===== config.mk =====
export PLATFORM = sky130hd
export DESIGN_NAME = debug_cmd_parser_flat
export DESIGN_NICKNAME = d
export VERILOG_FILES = /design/src/rtl/debug_cmd_parser_if.sv /design/src/rtl/debug_cmd_parser.sv /design/src/flat_wrapper.sv
export SDC_FILE = /design/constraint.sdc
export NUM_CORES = 1
export LEC_CHECK = 0
export ABC_AREA = 1
export CAP_MARGIN = 40
export CORE_MARGIN = 4
export CORE_UTILIZATION = 52
export CTS_CLUSTER_DIAMETER = 60
export CTS_CLUSTER_SIZE = 40
export DETAILED_ROUTE_END_ITERATION = 6
export HOLD_SLACK_MARGIN = 0.08
export PLACE_DENSITY = 0.77
export SYNTH_ARGS = -nofsm -noshare
export SYNTH_HDL_FRONTEND = slang
export SYNTH_SLANG_ARGS = --single-unit

===== constraint.sdc =====
create_clock -name clk -period 1.65 [get_ports clk]
set_input_delay 0.2475 -clock clk [delete_from_list [all_inputs] [get_ports clk]]
set_output_delay 0.2475 -clock clk [all_outputs]
set_load 0.05 [all_outputs]

===== src/rtl/debug_cmd_parser_if.sv =====
// Byte-stream input and command-output handshake between the serial receiver,
// the command parser and the debug sequencer.
interface debug_cmd_parser_if;
  logic [7:0]  rx_data;
  logic        rx_valid;
  logic [7:0]  cmd;
  logic [31:0] arg;
  logic        cmd_valid;
  logic        cmd_ready;
  logic        frame_err;
  logic        overrun;

  // The parser side consumes the byte stream and drives the command channel.
  modport master (
    input  rx_data, rx_valid, cmd_ready,
    output cmd, arg, cmd_valid, frame_err, overrun
  );

  modport slave (
    output rx_data, rx_valid, cmd_ready,
    input  cmd, arg, cmd_valid, frame_err, overrun
  );
endinterface


===== src/rtl/debug_cmd_parser.sv =====
// Frames the raw receive byte stream into opcode/argument debug commands and
// injects the 8'hFF timeout pseudo-command after a long silence.
module debug_cmd_parser #(
  parameter int TIMEOUT_CYCLES = 100000,
  parameter int MAX_DIGITS     = 8
) (
  input  logic               clk,
  input  logic               rst,
  debug_cmd_parser_if.master bus
);

  typedef enum logic [1:0] {IDLE, ARG, HOLD} state_t;

  localparam int DW = $clog2(MAX_DIGITS + 1);
  localparam int TW = $clog2(TIMEOUT_CYCLES + 2);
  localparam logic [DW-1:0] DIG_MAX = DW'(MAX_DIGITS);
  localparam logic [TW-1:0] TO_LAST = TW'(TIMEOUT_CYCLES > 0 ? TIMEOUT_CYCLES - 1 : 0);
  localparam logic [39:0]   ARG_OPS = "ABOMr";

  state_t        state_reg;
  logic [7:0]    cmd_reg;
  logic [31:0]   arg_reg;
  logic          cmd_valid_reg;
  logic          frame_err_reg;
  logic          overrun_reg;
  logic [31:0]   acc_reg;
  logic [DW-1:0] dig_cnt_reg;
  logic [TW-1:0] to_cnt_reg;

  logic       is_hex;
  logic [3:0] nibble;
  logic       is_eol;
  logic       is_blank;
  logic       is_arg_op;
  logic [4:0] op_match;
  logic       to_hit;
  logic       open_frame;

  always_comb begin
    is_hex = 1'b1;
    nibble = 4'd0;
    if (bus.rx_data >= "0" && bus.rx_data <= "9") begin
      nibble = bus.rx_data[3:0];
    end else if ((bus.rx_data >= "A" && bus.rx_data <= "F") ||
                 (bus.rx_data >= "a" && bus.rx_data <= "f")) begin
      nibble = bus.rx_data[3:0] + 4'd9;
    end else begin
      is_hex = 1'b0;
    end
  end

  genvar gi;
  generate
    for (gi = 0; gi < 5; gi++) begin : g_op
      assign op_match[gi] = (bus.rx_data == ARG_OPS[gi*8 +: 8]);
    end
    if (TIMEOUT_CYCLES > 0) begin : g_to
      assign to_hit = (to_cnt_reg == TO_LAST);
    end else begin : g_no_to
      assign to_hit = 1'b0;
    end
  endgenerate

  assign is_arg_op = |op_match;
  assign is_eol    = (bus.rx_data == 8'h0A) || (bus.rx_data == 8'h0D);
  assign is_blank  = is_eol || (bus.rx_data == 8'h20);

  // A byte that lands on the handshake cycle is treated exactly like one in IDLE.
  assign open_frame = bus.rx_valid && !is_blank &&
                      ((state_reg == IDLE) || (state_reg == HOLD && bus.cmd_ready));

  always_ff @(posedge clk) begin
    if (rst) begin
      state_reg     <= IDLE;
      cmd_reg       <= 8'd0;
      arg_reg       <= 32'd0;
      cmd_valid_reg <= 1'b0;
      frame_err_reg <= 1'b0;
      overrun_reg   <= 1'b0;
      acc_reg       <= 32'd0;
      dig_cnt_reg   <= '0;
      to_cnt_reg    <= '0;
    end else begin
      frame_err_reg <= 1'b0;
      overrun_reg   <= 1'b0;
      case (state_reg)
        IDLE: begin
          if (bus.rx_valid) begin
            to_cnt_reg <= '0;
          end else if (to_hit) begin
            to_cnt_reg    <= '0;
            cmd_reg       <= 8'hFF;
            arg_reg       <= 32'd0;
            cmd_valid_reg <= 1'b1;
            state_reg     <= HOLD;
          end else begin
            to_cnt_reg <= to_cnt_reg + 1'b1;
          end
        end
        ARG: begin
          if (bus.rx_valid) begin
            to_cnt_reg <= '0;
            if (is_hex) begin
              if (dig_cnt_reg == DIG_MAX) begin
                frame_err_reg <= 1'b1;
                state_reg     <= IDLE;
              end else begin
                acc_reg     <= {acc_reg[27:0], nibble};
                dig_cnt_reg <= dig_cnt_reg + 1'b1;
              end
            end else if (is_eol && dig_cnt_reg != '0) begin
              arg_reg       <= acc_reg;
              cmd_valid_reg <= 1'b1;
              state_reg     <= HOLD;
            end else begin
              frame_err_reg <= 1'b1;
              state_reg     <= IDLE;
            end
          end else if (to_hit) begin
            to_cnt_reg    <= '0;
            frame_err_reg <= 1'b1;
            state_reg     <= IDLE;
          end else begin
            to_cnt_reg <= to_cnt_reg + 1'b1;
          end
        end
        HOLD: begin
          to_cnt_reg <= '0;
          if (bus.cmd_ready) begin
            cmd_valid_reg <= 1'b0;
            state_reg     <= IDLE;
          end else if (bus.rx_valid) begin
            overrun_reg <= 1'b1;
          end
        end
        default: state_reg <= IDLE;
      endcase

      // Later assignments override the per-state defaults above.
      if (open_frame) begin
        cmd_reg <= bus.rx_data;
        if (is_arg_op) begin
          acc_reg       <= 32'd0;
          dig_cnt_reg   <= '0;
          cmd_valid_reg <= 1'b0;
          state_reg     <= ARG;
        end else begin
          arg_reg       <= 32'd0;
          cmd_valid_reg <= 1'b1;
          state_reg     <= HOLD;
        end
      end
    end
  end

  assign bus.cmd       = cmd_reg;
  assign bus.arg       = arg_reg;
  assign bus.cmd_valid = cmd_valid_reg;
  assign bus.frame_err = frame_err_reg;
  assign bus.overrun   = overrun_reg;

endmodule


===== src/flat_wrapper.sv =====
// flat-port wrapper written by rule: the top's interface ports become plain ports
module debug_cmd_parser_flat 
#(
  parameter int TIMEOUT_CYCLES = 100000,
  parameter int MAX_DIGITS     = 8
)
  (clk, rst, bus_rx_data, bus_rx_valid, bus_cmd_ready, bus_cmd, bus_arg, bus_cmd_valid, bus_frame_err, bus_overrun);
  debug_cmd_parser_if bus_i ();
  input  logic clk;
  input  logic rst;
  input wire logic [$bits(bus_i.rx_data)-1:0] bus_rx_data;
  input wire logic [$bits(bus_i.rx_valid)-1:0] bus_rx_valid;
  input wire logic [$bits(bus_i.cmd_ready)-1:0] bus_cmd_ready;
  output wire logic [$bits(bus_i.cmd)-1:0] bus_cmd;
  output wire logic [$bits(bus_i.arg)-1:0] bus_arg;
  output wire logic [$bits(bus_i.cmd_valid)-1:0] bus_cmd_valid;
  output wire logic [$bits(bus_i.frame_err)-1:0] bus_frame_err;
  output wire logic [$bits(bus_i.overrun)-1:0] bus_overrun;
  assign bus_i.rx_data = bus_rx_data;
  assign bus_i.rx_valid = bus_rx_valid;
  assign bus_i.cmd_ready = bus_cmd_ready;
  assign bus_cmd = bus_i.cmd;
  assign bus_arg = bus_i.arg;
  assign bus_cmd_valid = bus_i.cmd_valid;
  assign bus_frame_err = bus_i.frame_err;
  assign bus_overrun = bus_i.overrun;
  debug_cmd_parser #(.TIMEOUT_CYCLES(TIMEOUT_CYCLES), .MAX_DIGITS(MAX_DIGITS)) u_core (.clk(clk), .rst(rst), .bus(bus_i));
endmodule

-- Word level (Yosys, flattened, before mapping)
Cells that the tools add are included.
- add/subtract/negate cells: 3
- reduce and logical (&&, ||, !) cells: 25
- multiplexer cells: 57
- bitwise operators: 2
- magnitude comparators: 6
- equal/unequal tests: 21
- operators with widths (kind ; count):
    $mux W32 ; 13
    $pmux W32 S2 ; 1
    $eq A8 B7 Y1 const B ; 5
    $mux W17 ; 2
    $pmux W17 S2 ; 1
    $mux W4 ; 8
    $mux W8 ; 4
    $mux W2 ; 10
    $add A17 B1 Y17 const B ; 1
    $eq A17 B17 Y1 const B ; 1
    $eq A8 B4 Y1 const B ; 2
    $ge A8 B7 Y1 const B ; 2
    $le A8 B7 Y1 const B ; 2
    $mux W1 ; 16
    $ne A3 B2 Y1 const B ; 3
    $eq A8 B6 Y1 const B ; 1
    $ge A8 B6 Y1 const B ; 1
    $le A8 B6 Y1 const B ; 1
    $reduce_bool A4 Y1 ; 2
    $logic_and A1 B1 Y1 ; 7
    $reduce_and A7 Y1 ; 1
    $ne A3 B1 Y1 const B ; 2
    $pmux W2 S3 ; 1
    $reduce_bool A2 Y1 ; 3
    other kinds (19) ; 24
- flip-flop bits (word level): 98
- bits of input ports: 12
- word-level logic and storage cells: 123

-- Longest topological paths before layout
Gate-level depths: netlist (run 1).
- depth in word-level cells: 11
- depth in mapped cells: 12

-- Worst setup path before layout (run 1)
OpenSTA, ideal clock, no wires.
- path kind: flip-flop to flip-flop
- from: register u_core.to_cnt_reg[0]
- to: register u_core.arg_reg[20] (netlist: u_core.bus.arg[20])
- setup slack: 0.086 ns
- path buffers: 1
- arrival time: 1.445 ns
- stages on the path, launching flop included: 12
- data required time: 1.531 ns
- library setup time: 0.119 ns
- clock period less this slack: 1.564 ns
- cells stage by stage: dfxtp_1 ha_1 nand2_1 nor2_2 inv_1 nor2_1 nand3_1 inv_2 o21ai_4 buf_6 nand2_1 a21oi_1
- word-level cells in the longest chain between the ends: 6
- RTL lines (what ; line ; RTL):
    start: declaration ; debug_cmd_parser.sv:28 ; logic [TW-1:0] to_cnt_reg;
    start signal: assignment ; debug_cmd_parser.sv:97 ; to_cnt_reg <= to_cnt_reg + 1'b1;
    start signal: assignment ; debug_cmd_parser.sv:124 ; to_cnt_reg <= to_cnt_reg + 1'b1;
    $eq A17 B17 Y1 * ; debug_cmd_parser.sv:58 ; assign to_hit = (to_cnt_reg == TO_LAST);
    $mux W32 * ; debug_cmd_parser.sv:90 ; end else if (to_hit) begin
    $mux W32 * ; debug_cmd_parser.sv:88 ; if (bus.rx_valid) begin
    $pmux W32 S2 * ; debug_cmd_parser.sv:86 ; case (state_reg)
    $mux W32 ; debug_cmd_parser.sv:142 ; if (is_arg_op) begin
    $mux W32 * ; debug_cmd_parser.sv:140 ; if (open_frame) begin
    end signal: assignment ; debug_cmd_parser.sv:112 ; arg_reg <= acc_reg;
    end: declaration ; debug_cmd_parser.sv:22 ; logic [31:0] arg_reg;
Mark *: on every way between the ends. The rest lies on a longest branch, timed or not.
A chain may end at the register's enable or synchronous reset.

-- Worst setup path after layout (run 1)
- from: register u_core.to_cnt_reg[0]
- to: register u_core.arg_reg[31] (netlist: u_core.bus.arg[31])
Same word-level chain as after synthesis.

==> out/summary.txt, run 1 <==
H-tree depth = 3
Root Driver = clkbuf_8
Most frequent cell after synthesis = nand2_1
#FFs+latches synth = 98
Initial antenna violation count = 0
Hold slack = 0.253 ns
Pre-Repair DR Iteration Count = 7
Fin cells = 988
DRC = 0
Setup Crit Path Kind = reg -> reg
Post-synth top area share = 0.371
DR iter-0 viols = 258
Antenna diodes = 0
Ports = 55
Leakage power = 0.00316 uW
Vias in the first global route = 4875
CTS tree = yes
Final period util = 0.989
Core Box Area = 9860 um^2
Final ANT Viol Nets = 0
GRT Residual Overflow = 0
Area delta synth->final = 31.8%
Global-route wire length before repair = 22.0 mm
Final RePlAce weighted congestion = 0.904
# Max-Cap Violations = 0
Clock Sinks = 98
Worst-path maximum fanout = 8
Slew Limit Fails = 0
Number of flops mapped to enable cells by yosys = 0
RSZ-0062 raised after global routing = true
Chip width = 109 um
Synthesized area per cell = 7.14 um^2
Most instantiated cells after synthesis = nand2_1, dfxtp_1, inv_1, a21oi_1, nor2_1
Fmax = 613 MHz
Fin area = 6980 um^2
Combinational power share = 0.112
Setup TNS Final = 0 ns
Status = finished, final reports clean
Worst relative slew slack = 0.689
PwrDens = 644 nW/um^2
Share of post-route cells with drive strength above 1 = 0.351
Part of the power in registers = 0.535
Peak VDD IR = 0.000534 V
Worst hold path class = in -> reg
Synth warn = 0
Mux contribution to synthesized area = 0
CTS Buffer Depth = 2
Clk_lat worst skew = 0.37 ns
Die area = 11900 um^2
Synth Instances = 741
Total power draw = 4490 uW
Fin Clk Skew = 0.00673 ns
Clock Pin Slew Worst Setup and Hold Paths = 0.09 ns
Switching power = 1160 uW
Synth Area in XOR/XNOR = 0.00496
Std cell rows = 36
IO buf count = 54
DR vias = 5158
Tot GR Track Use = 0.228
Cts hold-fix bufs = 0
Tmin final = 1.63 ns
Main synth FF type = dfxtp_1
Critical Path Source Type = flip-flop
Compound-cell area share of the yosys netlist = 0.172
Area of placed instances = 6240 um^2
CP arrival = 1.94 ns
Post-detail-place hpwl = 9.12 mm
Post-Synth Adder-Cell Area = 0.0189
Synthesized-area fraction occupied by and/or/nand/nor cells = 0.300
Die H = 109 um
Area of the mapped netlist = 5290 um^2
Setup violations, final = 0
Initial Util = 0.537
Proportion of synthesized chip area in sequential cells = 0.371
Largest net degree at the start of global routing = 33
Mapped Nets = 761
Post-synth cell types = 42
Net Sw Frac = 0.258
Routed WL per cell = 14.4 um
Clk network pwr share = 0.352
WL final = 14.2 mm
Crit path capture type = flip-flop
Actual slew at the worst max-slew pin = 0.465 ns
Main area contributors after synthesis = dfxtp_1, nand2_1, inv_1
Worst EP required = 1.96 ns
Async S/R FF share, synth = 0
Hold Violations, Final = 0
Main combinational cell family by area after synthesis = simple AND/OR/NAND/NOR gates
Cell-internal power = 3330 uW
Placed Cells = 957
Total CTS buffers = 9
Area leader, netlist = dfxtp_1
Nets = 870
Via density = 5.22
worst paths after layout:
kind | start | to | slack (ns) | cells past startpoint
max | u_core.to_cnt_reg[0] | u_core.bus.arg[31] | 0.02 | 11
min | bus_rx_data[0] | u_core.acc_reg[0] | 0.25 | 4
max reg2reg | u_core.to_cnt_reg[0] | u_core.bus.arg[31] | 0.02 | 11
min reg2reg | u_core.bus.cmd[3] | u_core.bus.cmd[3] | 0.48 | 2
final cells by class:
class	count	area, um^2
clock buffer	12	145
clock inverter	4	51.3
fill	709	2890
inverter	124	473
multi-input combinational	489	2910
sequential	98	1970
tap	133	166
timing repair buffer	128	1260
per-layer routing:
metal | vias to the layer above | routed length, um | track usage
li1 | 2566 | - | -
met1 | 2404 | 6080 | 0.296
met2 | 166 | 7100 | 0.375
met3 | 22 | 823 | 0.0444
met4 | 0 | 211 | 0.0866
met5 | - | 0 | 0
what timing repair did:
action	4_1_cts	5_1_grt
setup buffers	3	5
gates cloned	2	5
endpoints found under the setup margin	81	85
pin swaps	4	15
gates resized for setup	11	91
power by group through the flow:
stage	combinational (uW)	sequential (uW)	clock (uW)
final	504	2400	1580
after floorplan	217	2520	0
after global routing	544	2410	1710
after detailed placement	476	2460	0
after global placement	464	2460	0
after CTS	487	2400	1600
critical path, stage by stage, from the launching register on:
cell and delay (ns):
dfxtp_2 0.34, ha_4 0.16, nand2_4 0.07, nor2_4 0.04, inv_2 0.06, nor2_2 0.04
nand3_2 0.08, inv_2 0.05, o21ai_4 0.30, clkbuf_16 0.23, nand2_1 0.08, a21oi_2 0.11
cell families after synthesis:
group	Yosys count
AOI/OAI and AO/OA	135
adders and majority gates	8
and+or+nand+nor	342
xor gates and xnor gates	3
buffers and inverters	155
DFF	98
cell usage in the layout, fill, tap and decap left out, types with 5 or more instances in the layout:
master,netlist,routed
nand2_1,173,159
buf_4,3,97
inv_1,96,91
dfxtp_1,98,91
nor2_1,55,50
nand3_1,45,40
a21oi_1,60,36
nand2_2,25,35
inv_2,27,31
o21ai_0,37,31
a21oi_2,1,25
o211ai_2,23,22
buf_12,0,13
clkbuf_8,0,10
or2_1,9,9
nor3_1,9,8
dfxtp_2,0,7
nor2_2,4,6
nand4_1,6,6
o21ai_1,2,6
ha_1,8,6
dlymetal6s2s_1,0,6
nor2_4,2,5
nand2_4,2,5
stage by stage:
stage,setup WS (ns),utilization
final,0.0181,0.707
after global routing,-0.0690,0.707
after CTS,0.00525,0.664
after detailed placement,-0.648,0.633
after global placement,-0.560,0.633
after floorplan,0.0856,-
Note: power is estimated with default switching activity, not from simulation.
==> run 2: changes to the inputs <==
--- a/config.mk
+++ b/config.mk
@@ -14,6 +14,7 @@
 export DETAILED_ROUTE_END_ITERATION = 6
 export HOLD_SLACK_MARGIN = 0.08
 export PLACE_DENSITY = 0.77
+export REMOVE_ABC_BUFFERS = 1
 export SYNTH_ARGS = -nofsm -noshare
 export SYNTH_HDL_FRONTEND = slang
 export SYNTH_SLANG_ARGS = --single-unit
==> constraint.sdc (replaced) <==
create_clock -name clk -period 1.65 [get_ports clk]
set_input_delay 0.2475 -clock clk [delete_from_list [all_inputs] [get_ports clk]]
set_output_delay 0.2475 -clock clk [all_outputs]
set_load 0.1 [all_outputs]
==> run 2 against run 1 <==
Against the previous run:
- the run now ends with setup timing left
- fmax decreased by 3.6%
- cell area increased by 5.2%
- via count increased by 5.2%
- sequential power about the same
- critical path depth decreased by 1
- clock skew increased by 0.0098 ns
- clock power decreased by 5%
- global-route usage increased by 1.8 points
- core utilization increased by 3.7 points
- largest cell class unchanged
==> out/summary.txt, run 2 (synthesized netlist as in run 1, its figures left out) <==
Via density = 5.50
Clock Pin Slew Worst Setup and Hold Paths = 0.11 ns
Initial antenna violation count = 0
RSZ-0062 raised after global routing = true
WL final = 15.7 mm
DR vias = 5424
Worst relative slew slack = 0.694
DRC = 0
FILL cells = 638
Core Box Area = 9860 um^2
Critical Path Stages = 10
Failing checks = setup timing
Area delta synth->final = 38.6%
Final RePlAce weighted congestion = 0.925
Nets = 868
CP dominant cell by count = inv_2
Peak VDD IR = 0.000388 V
Slew Limit Fails = 0
Hold Path Stages = 3
Pre-Repair DR Iteration Count = 6
Cts hold-fix bufs = 0
Global-route wire length before repair = 23.5 mm
Tot GR Track Use = 0.246
Placed Cells = 950
DR iter-0 viols = 401
Ports = 55
Actual slew at the worst max-slew pin = 0.458 ns
CP delay by family, top = flip-flops
Die H = 109 um
# Max-Cap Violations = 0
CTS Buffer Depth = 2
Final Worst Setup Slack = -0.0426 ns
Fin Clk Skew = 0.0165 ns
PwrDens = 624 nW/um^2
Routed WL per cell = 15.9 um
Worst EP required = 1.96 ns
Setup violations, final = 8
Most frequent cells in the layout = nand2_1, dfxtp_1, inv_1
Slowest CP cell = dfxtp_1
CP bufs+invs = 4
Critical Path Source Type = flip-flop
Total CTS buffers = 9
Critical path origin = u_core.state_reg[0]
Initial Util = 0.537
Tmin final = 1.69 ns
Antenna diodes = 0
CTS tree = yes
Worst-path maximum fanout = 7
Final ANT Viol Nets = 0
Chip width = 109 um
H-tree depth = 3
Vias in the first global route = 5175
Fin cells = 986
Leakage power = 0.00323 uW
Final period util = 1.03
Hold Violations, Final = 0
Crit-path max cell delay = 0.44 ns
Status = finished with violations
Clk_lat worst skew = 0.38 ns
IO buf count = 54
CP arrival = 2.00 ns
Fmax = 591 MHz
FF-to-FF path depth = 10
Hold_sp = bus_rx_data[6]
FF-to-FF Start = u_core.state_reg[0]
GRT Residual Overflow = 0
Worst hold path class = in -> reg
Crit path capture type = flip-flop
Die area = 11900 um^2
Largest net degree at the start of global routing = 35
Final Core Density = 0.744
Crit-path cells = inv_2, o21ai_2, inv_2, nand3_4, buf_12, a21oi_4, buf_6, nor2_4, nand2_1, a21oi_1
Std cell rows = 36
Clock Sinks = 98
Setup Crit Path Kind = reg -> reg
Share of post-route cells with drive strength above 1 = 0.322
Post-detail-place hpwl = 9.56 mm
Most common cell after layout, fill and taps aside = nand2_1
Root Driver = clkbuf_8
Setup TNS Final = -0.159 ns
run 2: cell count changes in the layout (fill, tap and decap cells not counted), sizes merged, moves of 3 or more:
cell          delta
clkbuf           -5
clkinvlp         +3
dlymetal6s2s     -3
dlygate4sd2      +3
run 2: final timing paths:
check                  endpoint  slack, ns
min reg2reg   u_core.acc_reg[9]       0.51
min           u_core.bus.cmd[6]       0.26
max          u_core.bus.arg[11]      -0.04
max reg2reg  u_core.bus.arg[11]      -0.04
run 2: worst register-to-register path: cells and delay by family, from the launching register on:
| family | cells | cell delay (ns) |
|---|---|---|
| AOI/OAI and AO/OA | 3 | 0.32 |
| and+or+nand+nor | 3 | 0.44 |
| DFF | 1 | 0.44 |
| buffers and inverters | 4 | 0.45 |
run 2: power breakdown:
part / switching, uW / internal, uW / total (uW)
combinational: 405 / 262 / 667
clock: 932 / 564 / 1500
sequential: 26.8 / 2390 / 2420
total: 1360 / 3220 / 4580
run 2: what timing repair did:
action	4_1_cts	5_1_grt
setup endpoints to repair	82	91
resized for setup	20	52
buffers inserted	6	8
pin swaps	5	15
gates cloned	1	5
run 2: cell type report:
cell class / count / area, um^2 / share of cell area
Clock inverter: 6 / 55.1 / 0.00750
Clock buffer: 10 / 128 / 0.0174
Inverter: 124 / 478 / 0.0651
Sequential cell: 98 / 1970 / 0.268
Timing Repair Buffer: 125 / 1720 / 0.235
Tap cell: 133 / 166 / 0.0227
Multi-Input combinational cell: 490 / 2820 / 0.384
run 2: per-layer routing:
metal,vias to the layer above,global-route usage,wire [um]
met1,2566,0.303,6230
met4,0,0.0938,582
met2,250,0.424,7810
li1,2550,-,-
met3,58,0.0450,1070
met5,-,0,0
run 2: per-stage QoR:
step / area (um^2) / power (uW) / hold slack [ns] / setup slack, ns
finish: 7340 / 4580 / 0.256 / -0.0426
global route: 7340 / 4720 / 0.277 / -0.110
CTS: 7030 / 4520 / 0.405 / 0.00598
detailed placement: 6700 / 3050 / 0.490 / -0.578
global placement: 6700 / 3040 / 0.477 / -0.486
floorplan: 5050 / 2780 / 0.317 / -0.294
